`src/rtl/p2s_pkg.sv`:
```
// Shared definitions for the parallel-to-serial transmitter.
// Holds the FSM state type and the default parameter values used by
// p2s_if, p2s_shreg and p2s_tx.
package p2s_pkg;

  localparam int unsigned WIDTH_DEF = 16;
  localparam int unsigned LEN_W_DEF = 4;
  localparam int unsigned GAP_DEF   = 2;

  typedef enum logic [1:0] {
    ST_IDLE,
    ST_SHIFT,
    ST_GAP
  } p2s_state_e;

endpackage

```
`src/rtl/p2s_if.sv`:
```
// Handshake and serial-output bundle of the transmitter.
//   data_in    : word to send, bits [len-1:0] go out MSB-first
//   len        : number of bits N in the frame
//   start      : frame request, honoured only while ready=1
//   ready      : transmitter idle, next start accepted
//   data_out   : serial data bit
//   enable_out : qualifies data_out, high for exactly N cycles
//   done       : one-cycle pulse after the last bit
//   bit_count  : bits already sent in the current frame
// master = requester side, slave = transmitter side.
interface p2s_if
  import p2s_pkg::*;
#(
  parameter int unsigned WIDTH = WIDTH_DEF,
  parameter int unsigned LEN_W = LEN_W_DEF
);

  logic [WIDTH-1:0] data_in;
  logic [LEN_W-1:0] len;
  logic             start;
  logic             ready;
  logic             data_out;
  logic             enable_out;
  logic             done;
  logic [LEN_W-1:0] bit_count;

  modport master (
    output data_in, len, start,
    input  ready, data_out, enable_out, done, bit_count
  );

  modport slave (
    input  data_in, len, start,
    output ready, data_out, enable_out, done, bit_count
  );

endinterface

```
`src/rtl/p2s_shreg.sv`:
```
// Loadable left-shift register with MSB tap and bit counter.
//   clk_i, rst_i : clock, synchronous active-high reset
//   load_i       : load data_i and clear the counter
//   data_i       : pre-aligned word (first bit at the MSB)
//   shift_i      : shift left by one and count one bit
//   clr_i        : clear the counter only
//   msb_o        : current MSB (bit on the line this cycle)
//   count_o      : bits shifted since the last load/clear
module p2s_shreg #(
  parameter int unsigned WIDTH = 16,
  parameter int unsigned LEN_W = 4
) (
  input  logic             clk_i,
  input  logic             rst_i,
  input  logic             load_i,
  input  logic [WIDTH-1:0] data_i,
  input  logic             shift_i,
  input  logic             clr_i,
  output logic             msb_o,
  output logic [LEN_W-1:0] count_o
);

  logic [WIDTH-1:0] sh_q;
  logic [LEN_W-1:0] cnt_q;

  always_ff @(posedge clk_i) begin
    if (rst_i) begin
      sh_q  <= '0;
      cnt_q <= '0;
    end else if (load_i) begin
      sh_q  <= data_i;
      cnt_q <= '0;
    end else if (shift_i) begin
      sh_q  <= {sh_q[WIDTH-2:0], 1'b0};
      cnt_q <= cnt_q + LEN_W'(1);
    end else if (clr_i) begin
      cnt_q <= '0;
    end
  end

  assign msb_o   = sh_q[WIDTH-1];
  assign count_o = cnt_q;

endmodule

```
`src/rtl/p2s_tx.sv`:
```
// Parallel-to-serial transmitter top: handshake FSM (IDLE/SHIFT/GAP)
// driving a p2s_shreg datapath.
//   clk   : system clock, rising edge
//   reset : synchronous active-high reset, aborts any frame
//   bus   : p2s_if slave side (data_in, len, start in;
//           ready, data_out, enable_out, done, bit_count out)
module p2s_tx
  import p2s_pkg::*;
#(
  parameter int unsigned WIDTH = WIDTH_DEF,
  parameter int unsigned LEN_W = LEN_W_DEF,
  parameter int unsigned GAP   = GAP_DEF
) (
  input  logic    clk,
  input  logic    reset,
  p2s_if.slave    bus
);

  localparam int unsigned GW = (GAP > 1) ? $clog2(GAP) : 1;

  p2s_state_e       state_q, state_d;
  logic [GW-1:0]    gap_q, gap_d;
  logic [LEN_W-1:0] len_q, len_d;
  logic             load, shift, clr;
  logic             msb;
  logic [LEN_W-1:0] cnt;
  logic [WIDTH-1:0] aligned;

  // Left-align so bit N-1 lands on the MSB; bits above N-1 fall off.
  // len=0 shifts by WIDTH and yields zero, which is harmless.
  assign aligned = bus.data_in << (WIDTH - bus.len);

  p2s_shreg #(
    .WIDTH (WIDTH),
    .LEN_W (LEN_W)
  ) u_shreg (
    .clk_i   (clk),
    .rst_i   (reset),
    .load_i  (load),
    .data_i  (aligned),
    .shift_i (shift),
    .clr_i   (clr),
    .msb_o   (msb),
    .count_o (cnt)
  );

  always_ff @(posedge clk) begin
    if (reset) begin
      state_q <= ST_IDLE;
      gap_q   <= '0;
      len_q   <= '0;
    end else begin
      state_q <= state_d;
      gap_q   <= gap_d;
      len_q   <= len_d;
    end
  end

  always_comb begin
    state_d = state_q;
    gap_d   = gap_q;
    len_d   = len_q;
    load    = 1'b0;
    shift   = 1'b0;
    clr     = 1'b0;
    unique case (state_q)
      ST_IDLE: begin
        if (bus.start) begin
          load  = 1'b1;
          len_d = bus.len;
          gap_d = '0;
          state_d = (bus.len == '0) ? ST_GAP : ST_SHIFT;
        end
      end
      ST_SHIFT: begin
        shift = 1'b1;
        // cnt still shows bits sent before this one, so this is the last bit.
        if (cnt == len_q - LEN_W'(1)) begin
          state_d = ST_GAP;
          gap_d   = '0;
        end
      end
      ST_GAP: begin
        if (gap_q == GW'(GAP - 1)) begin
          state_d = ST_IDLE;
          clr     = 1'b1;
        end else begin
          gap_d = gap_q + GW'(1);
        end
      end
      default: state_d = ST_IDLE;
    endcase
  end

  // The first GAP cycle is the cycle right after the last bit (or right
  // after a len=0 acceptance), so done is decoded from it.
  assign bus.ready      = (state_q == ST_IDLE);
  assign bus.enable_out = (state_q == ST_SHIFT);
  assign bus.data_out   = (state_q == ST_SHIFT) & msb;
  assign bus.done       = (state_q == ST_GAP) && (gap_q == '0);
  assign bus.bit_count  = cnt;

endmodule

```
`src/flat_wrapper.sv`:
```
// flat-port wrapper written by rule: the top's interface ports become plain ports
module p2s_tx_flat import p2s_pkg::*;
#(
  parameter int unsigned WIDTH = WIDTH_DEF,
  parameter int unsigned LEN_W = LEN_W_DEF,
  parameter int unsigned GAP   = GAP_DEF
)
  (clk, reset, bus_data_in, bus_len, bus_start, bus_ready, bus_data_out, bus_enable_out, bus_done, bus_bit_count);
  p2s_if #(.WIDTH(WIDTH), .LEN_W(LEN_W)) bus_i ();
  input  logic clk;
  input  logic reset;
  input wire logic [$bits(bus_i.data_in)-1:0] bus_data_in;
  input wire logic [$bits(bus_i.len)-1:0] bus_len;
  input wire logic [$bits(bus_i.start)-1:0] bus_start;
  output wire logic [$bits(bus_i.ready)-1:0] bus_ready;
  output wire logic [$bits(bus_i.data_out)-1:0] bus_data_out;
  output wire logic [$bits(bus_i.enable_out)-1:0] bus_enable_out;
  output wire logic [$bits(bus_i.done)-1:0] bus_done;
  output wire logic [$bits(bus_i.bit_count)-1:0] bus_bit_count;
  assign bus_i.data_in = bus_data_in;
  assign bus_i.len = bus_len;
  assign bus_i.start = bus_start;
  assign bus_ready = bus_i.ready;
  assign bus_data_out = bus_i.data_out;
  assign bus_enable_out = bus_i.enable_out;
  assign bus_done = bus_i.done;
  assign bus_bit_count = bus_i.bit_count;
  p2s_tx #(.WIDTH(WIDTH), .LEN_W(LEN_W), .GAP(GAP)) u_core (.clk(clk), .reset(reset), .bus(bus_i));
endmodule
```
`config.mk`:
```
export PLATFORM = sky130hd
export DESIGN_NAME = p2s_tx_flat
export DESIGN_NICKNAME = d
export VERILOG_FILES = /design/src/rtl/p2s_pkg.sv /design/src/rtl/p2s_if.sv /design/src/rtl/p2s_shreg.sv /design/src/rtl/p2s_tx.sv /design/src/flat_wrapper.sv
export SDC_FILE = /design/constraint.sdc
export NUM_CORES = 1
export LEC_CHECK = 0
export ABC_CLOCK_PERIOD_IN_PS = 3700
export BUFFER_PORTS_ARGS = -buffer_cell sky130_fd_sc_hd__buf_2
export CORE_MARGIN = 2
export CORE_UTILIZATION = 60
export CTS_CLUSTER_DIAMETER = 200
export DETAILED_ROUTE_END_ITERATION = 10
export PLACE_DENSITY = 0.83
export SKIP_CTS_REPAIR_TIMING = 1
export SLEW_MARGIN = 20
export SYNTH_ARGS = -nofsm -noshare
export SYNTH_HDL_FRONTEND = slang
export SYNTH_SLANG_ARGS = --single-unit
```
`constraint.sdc`:
```
create_clock -name clk -period 3.7 [get_ports clk]
set_clock_uncertainty 0.1 [all_clocks]
set_input_delay 0.185 -clock clk [delete_from_list [all_inputs] [get_ports clk]]
set_output_delay 0.185 -clock clk [all_outputs]
set_load 0.01 [all_outputs]
```
== After elaboration in Yosys (flattened, before gate mapping) ==
Cells that the tools add are included.
Word-level totals
  flip-flop bits (word level): 27
  latch bits: 0
  RAM bits: 0
  memory bits (read-only): 0
  input port bits: 23
  output and inout bits: 8
  memories kept: 0
Operators by class
  add/subtract/negate cells: 4
  multipliers: 0
  divide/modulo/power cells: 0
  order comparisons: 0
  equal/unequal tests: 6
  shifts and indexed selects: 1
  mux-type cells: 18
  bitwise logic cells: 2
  reduce and logical (&&, ||, !) cells: 10
Operator list (number)
  two-way mux 16 bit: 2
  left shift 16 x 32 -> 16 bit: 1
  two-way mux 1 bit: 8
  two-way mux 2 bit: 4
  two-way mux 4 bit: 2
  one-hot mux 2 bit (3 select lines): 1
  AND reduction 3 bit: 2
  subtractor 5 x 4 -> 6 bit, first input constant: 1
  adder 4 x 1 -> 4 bit, second input constant: 1
  == test 4 bit: 1
  logical NOT 4 bit: 1
  != test 2 x 1 -> 1 bit, second input constant: 2
  nonzero test 2 bit: 2
  subtractor 4 x 1 -> 4 bit, second input constant: 1
  one-hot mux 1 bit (3 select lines): 1
  nonzero test 3 bit: 1
  == test 2 x 1 -> 1 bit, second input constant: 1
  == test 2 bit, second input constant: 1
  logical NOT 2 bit: 1
  != test 2 bit, second input constant: 1
  AND reduction 2 bit: 1
  OR reduction 2 bit: 1
  adder 1 bit, second input constant: 1
  AND 1 bit: 1
  2 further kinds: 2

== Depth between registers and ports, before layout ==
  depth after elaboration: 4
  depth in mapped cells: 9
  mapped depth without buffers: 6

== Modules after synthesis ==
From an unflattened synthesis, not the netlist that was laid out.
Second synthesis, totals
  cells, all modules: 213
  area total of the unflattened synthesis: 2133.3 µm²
Modules (own cells, without submodules)
  p2s_tx: instances 1, cells each 122, area each 1138.6 µm²
  p2s_shreg: instances 1, cells each 91, area each 994.7 µm²

== Worst setup path after synthesis ==
Ideal clock, no wire load.
  path type: input-to-reg
  start: input port bus_len[0]
  end: register u_core.u_shreg.sh_q[13]
  library setup time: 131 ps
  arrival: 1791 ps
  data required time: 3469 ps
  path slack: 1678 ps
  stages: 9
  buffers on the path: 3
  path through: buf_4 > inv_1 > ha_1 > buf_2 > buf_2 > mux4_2 > and2_1 > o2111ai_1 > o211ai_1
On the way
  cells in the longest elaborated chain, start to end: 3
RTL lines
  from (decl): line flat_wrapper.sv:13  | input wire logic [$bits(bus_i.len)-1:0] bus_len;
  subtractor 5 x 4 -> 6 bit: line p2s_tx.sv:31  | assign aligned = bus.data_in << (WIDTH - bus.len);
  left shift 16 x 32 -> 16 bit: line p2s_tx.sv:31
  two-way mux 16 bit: line p2s_shreg.sv:30  | end else if (load_i) begin
  to (signal assigned): line p2s_shreg.sv:31  | sh_q <= data_i;
  to (signal assigned): line p2s_shreg.sv:34  | sh_q <= {sh_q[WIDTH-2:0], 1'b0};
  to (decl): line p2s_shreg.sv:23  | logic [WIDTH-1:0] sh_q;
No other way between the ends.
A chain may end at the register's enable or synchronous reset.

== Final worst setup path ==
  start: input port bus_len[0]
  end: register u_core.u_shreg.sh_q[12]
The elaborated chain is that of the path after synthesis.

==> results.md <==
- The detailed-route wire length is ~4700 um.
- The combined flip-flop and latch cell area is roughly 540 sq um.
- Setup slack on the worst reg-to-reg path comes out at about 1.6 ns.
- The width of the die is between 60 and 70 um.
- Of the cells placed in the final design, the portion with a size suffix greater than 1 is 25.1%.
- The final hold violation count is 0.
- Summed over all cells, the static leakage comes to roughly 0.00085 uW.
- The global routing usage summed across all routing layers is roughly a quarter.
- The final critical path takes up between 60 and 70% of the cycle.
- In this run, synthesis inferred 0 flip-flops with an integrated enable.
- The region available for standard cell placement spans 3360 sq um.
- Adding up every negative setup slack in the final design gives 0 ns.
- The met3 track utilization from global routing is 2.68%.
- In this run the critical register-to-register path is launched from u_core.state_q[1].
- The category of the worst setup path launch point is a primary input.
- Setup violations remaining at the end of the flow were counted as 0.
- For this run, the leading register cell type out of synthesis is sky130_fd_sc_hd__dfxtp_1.
- The critical path in this run is classified as primary input to flip-flop.
- Entering global routing, the biggest net connects 23 pins.
- Summed over its instances, the top area cell type makes up 25.5% of the synthesized netlist area.
- For this configuration, the core starts out at a cell density of between 60% and 70%.
- Prior to clock tree synthesis, the placed netlist has a worst setup slack of around 1 ns.
- The worst supply voltage drop on vdd is approximately 0.15 mV.
- The max-slew headroom at the worst pin is between 30% and 40%.
- The post-synth net total is 259.
- The deepest clock path buffer count is 2.
- Across all layers, the routed design uses ~1900 vias.
- The count of final max-slew check failures is 0.
- Measured in cells, the most critical reg-to-reg path has a length of 4.
- The number of design-rule violations left by the first detailed-router iteration is between 200 and 250.
- Data arrives at the worst endpoint at ~2.5 ns.
- The synthesized design contains 27 register bits.
- The minimum setup slack in the final design is 1.36 ns.
- The remaining global-route overflow is 0.
- The cell family with the largest share of critical-path delay is adder cells.
- For met1 alone, demand over resource in global routing was 36.9%.
- After detailed routing, the number of vias per cell comes to ~6.5.
- In this run the worst path has a maximum fanout of 21.
- The signal on the critical path passes through buf_2 -> inv_1 -> ha_1 -> mux4_2 -> and2_1 -> a2111oi_0 -> nor4_1.
- The most area-hungry cell type in the Yosys netlist is sky130_fd_sc_hd__dfxtp_1.
- The die is ~63 um tall.
- The capture point of the critical path is u_core.u_shreg.sh_q[12].
- For met2 alone, demand over resource in global routing was around 37%.
- The number of rows in the core area is 21.
- The wire length of the first global-routing pass is ~8000 um.
- The clock latency on the worst-skew pair is around 0.34 ns.
- Tracing the worst setup path back leads to its startpoint at bus_len[0].
- The number of buffer cells added on primary ports is 30.
- The number of search-and-repair iterations in the first detailed-routing pass is 7.
- The clock period could shrink to between 2 and 2.5 ns.
- The timing-limited maximum frequency is approximately 0.43 GHz.
- The critical path contains buffers and inverters numbering 2 combined.
- For the pin with the worst max-slew slack, the measured transition is 0.920 ns.
- The busiest metal layer after global routing is met2.
- After clock tree synthesis, the clock-pin slew on the worst setup and hold paths is approximately 0.16 ns.
- The tool flagged a number of max-cap violations equal to 0.
- The worst hold path belongs to the class primary input to flip-flop.
- The register area share after synthesis is around a quarter.
- The average wire per standard cell is ~16 um.
- 0 antenna diodes ended up in the layout.
- The layout net count is roughly 280.
- The CTS tree is yes.
- The data required time at the worst endpoint is 3.84 ns.
- The synthesized instance count is 233.
- The total stage count of the critical path is 7.
- The I/O pin total is 31.
- Setup repair after global routing left no endpoint under its margin.
- After detailed routing, the number of remaining DRC violations is 0.
- The area of combinational cells with multiple inputs is between 1000 and 1500 sq um.
- The half-perimeter wire length after placement is ~3500 um.
- The number of warnings reported in the yosys synthesis log is 0.
- The filler cells instantiated in the layout total around 320.
- The reg-to-reg endpoint is u_core.u_shreg.sh_q[3].
- The slowest library cell on the worst path is sky130_fd_sc_hd__ha_1.
- The final weighted congestion in routability-driven placement is 0.902.
- The mapped cell area is about 2100 sq um.
- The mean post-synth cell area is just over 9 sq um.
- The final antenna-violating net count is 0.
- For this design, the sink count on the clock tree is 27.
- By area the synthesized netlist is led by sky130_fd_sc_hd__dfxtp_1 (25%), sky130_fd_sc_hd__mux4_2 (14%), sky130_fd_sc_hd__o21ai_0 (4.9%).
- The power density over cell area is between 300 and 400 nW/um^2.
- The flow ran to the end, and the final reports show no timing, DRC or antenna violations.
- The die covers around 4000 sq um.
- Relative to the synthesized area, the layout overhead comes to 5.54%.
- CTS built an H-tree with a depth of 1.
- The number of antenna violations at the first check in global routing is 0.
- The number of global-route vias before repair is ~1700.
- After synthesis, the netlist uses between 40 and 50 different library cells.
- The post-synthesis async set-or-reset flop share is 0%.
- The clock buffer count from CTS is 3.
- Clock tree synthesis selected as its root buffer the cell sky130_fd_sc_hd__clkbuf_4.
- The largest single stage delay on the critical path is ~0.74 ns.
- STA classifies the critical path endpoint as a flip-flop.
worst register-to-register path: stages (launching register included):
cell and delay (ns):
sky130_fd_sc_hd__dfxtp_1 0.54, sky130_fd_sc_hd__or3b_1 0.66, sky130_fd_sc_hd__nor2_8 0.30, sky130_fd_sc_hd__nand4_1 0.14, sky130_fd_sc_hd__a311oi_1 0.27
state kept, by name (all words and copies together) (netlist names):
signal                  flops
u_core.u_shreg.count_o      4
u_core.gap_q                1
u_core.state_q              2
u_core.u_shreg.sh_q        16
u_core.len_q                4
area by class of cell:
cell class / count / area share, %
clock buffers: 3 / 1.01
clock inverters: 1 / 0.335
inverters: 8 / 1.34
multi-input cells: 181 / 63.6
flip-flops and latches: 27 / 24.1
well taps: 46 / 2.57
repair buffers: 31 / 7.04
routing by layer:
| metal | vias up | share of wire [%] |
|---|---|---|
| met4 | 0 | 1.4 |
| met1 | 924 | 46 |
| met5 | - | 0 |
| met2 | 88 | 45 |
| met3 | 6 | 7.5 |
| li1 | 918 | - |
placed cells by master, fill, tap and decap left out, types with 3 or more instances in the layout:
cell                         n
sky130_fd_sc_hd__a311oi_1    4
sky130_fd_sc_hd__ha_1        3
sky130_fd_sc_hd__nand4_1     8
sky130_fd_sc_hd__xnor2_1     4
sky130_fd_sc_hd__inv_1       8
sky130_fd_sc_hd__and2_1      3
sky130_fd_sc_hd__a21oi_1    16
sky130_fd_sc_hd__nor3_1      6
sky130_fd_sc_hd__nor2_1     13
sky130_fd_sc_hd__nand2_1    17
sky130_fd_sc_hd__nand2b_1    9
sky130_fd_sc_hd__a21o_1      4
sky130_fd_sc_hd__o2111ai_1   3
sky130_fd_sc_hd__nand3_1     9
sky130_fd_sc_hd__dfxtp_1    27
sky130_fd_sc_hd__mux2_2      8
sky130_fd_sc_hd__o21ai_0    21
sky130_fd_sc_hd__nor3b_1     3
sky130_fd_sc_hd__clkbuf_4    3
sky130_fd_sc_hd__a31oi_1     4
sky130_fd_sc_hd__mux4_2     13
sky130_fd_sc_hd__buf_2      30
sky130_fd_sc_hd__o211ai_1    3
sky130_fd_sc_hd__xor2_1      3
where the power goes:
group / switching (uW) / internal [uW]
registers: 26.6 / 320
logic: 150 / 124
clock network: 97.9 / 41.5
cell usage after synthesis, types with 3 or more instances:
master,number
sky130_fd_sc_hd__o2111ai_1,3
sky130_fd_sc_hd__a21o_1,4
sky130_fd_sc_hd__nand3_1,9
sky130_fd_sc_hd__a21oi_1,16
sky130_fd_sc_hd__nor3_1,6
sky130_fd_sc_hd__and2_1,3
sky130_fd_sc_hd__nor3b_1,3
sky130_fd_sc_hd__buf_6,5
sky130_fd_sc_hd__o21ai_0,21
sky130_fd_sc_hd__nand2_1,17
sky130_fd_sc_hd__buf_2,5
sky130_fd_sc_hd__nand4_1,8
sky130_fd_sc_hd__nand2b_1,9
sky130_fd_sc_hd__nor2_1,13
sky130_fd_sc_hd__clkbuf_1,5
sky130_fd_sc_hd__mux4_2,13
sky130_fd_sc_hd__xnor2_1,4
sky130_fd_sc_hd__inv_1,8
sky130_fd_sc_hd__ha_1,3
sky130_fd_sc_hd__a311oi_1,4
sky130_fd_sc_hd__a31oi_1,4
sky130_fd_sc_hd__mux2_2,8
sky130_fd_sc_hd__dfxtp_1,27
sky130_fd_sc_hd__o211ai_1,3
sky130_fd_sc_hd__xor2_1,3
logic make-up (layout without fill, tap and decap cells):
family,Yosys count,in the layout,synth area share (%)
and+or+nand+nor,80,80,21.2
adders and majority gates,3,3,1.77
muxes,23,23,19.0
DFF,27,27,25.5
xor gates and xnor gates,9,9,5.24
buffers and inverters,25,43,7.42
AOI/OAI and AO/OA,66,66,19.9
per-stage QoR:
step                      std cells  cell area, sq um  utilization [%]  power (uW)  hold slack [ns]
after floorplan                 233              2120                -         567            0.157
after global placement          293              2210             65.7         616            0.367
after detailed placement        293              2210             65.7         622            0.369
after CTS                       297              2240             66.6         758          0.00704
after global routing            297              2240             66.6         801           0.0106
final                           297              2240             66.6         760          0.00534
worst min path at each step:
stage | cells after the start | start | slack, ns | end
after global placement | 2 | u_core.len_q[1] | 0.37 | u_core.len_q[1]
after detailed placement | 2 | u_core.u_shreg.sh_q[0] | 0.37 | u_core.u_shreg.sh_q[0]
after global routing | 3 | bus_len[1] | 0.01 | u_core.len_q[1]
after floorplan | 1 | reset | 0.16 | u_core.u_shreg.sh_q[1]
after CTS | 3 | bus_len[1] | 0.007 | u_core.len_q[1]
final | 3 | bus_len[1] | 0.005 | u_core.len_q[1]
Power figures use the tool's default switching activity.
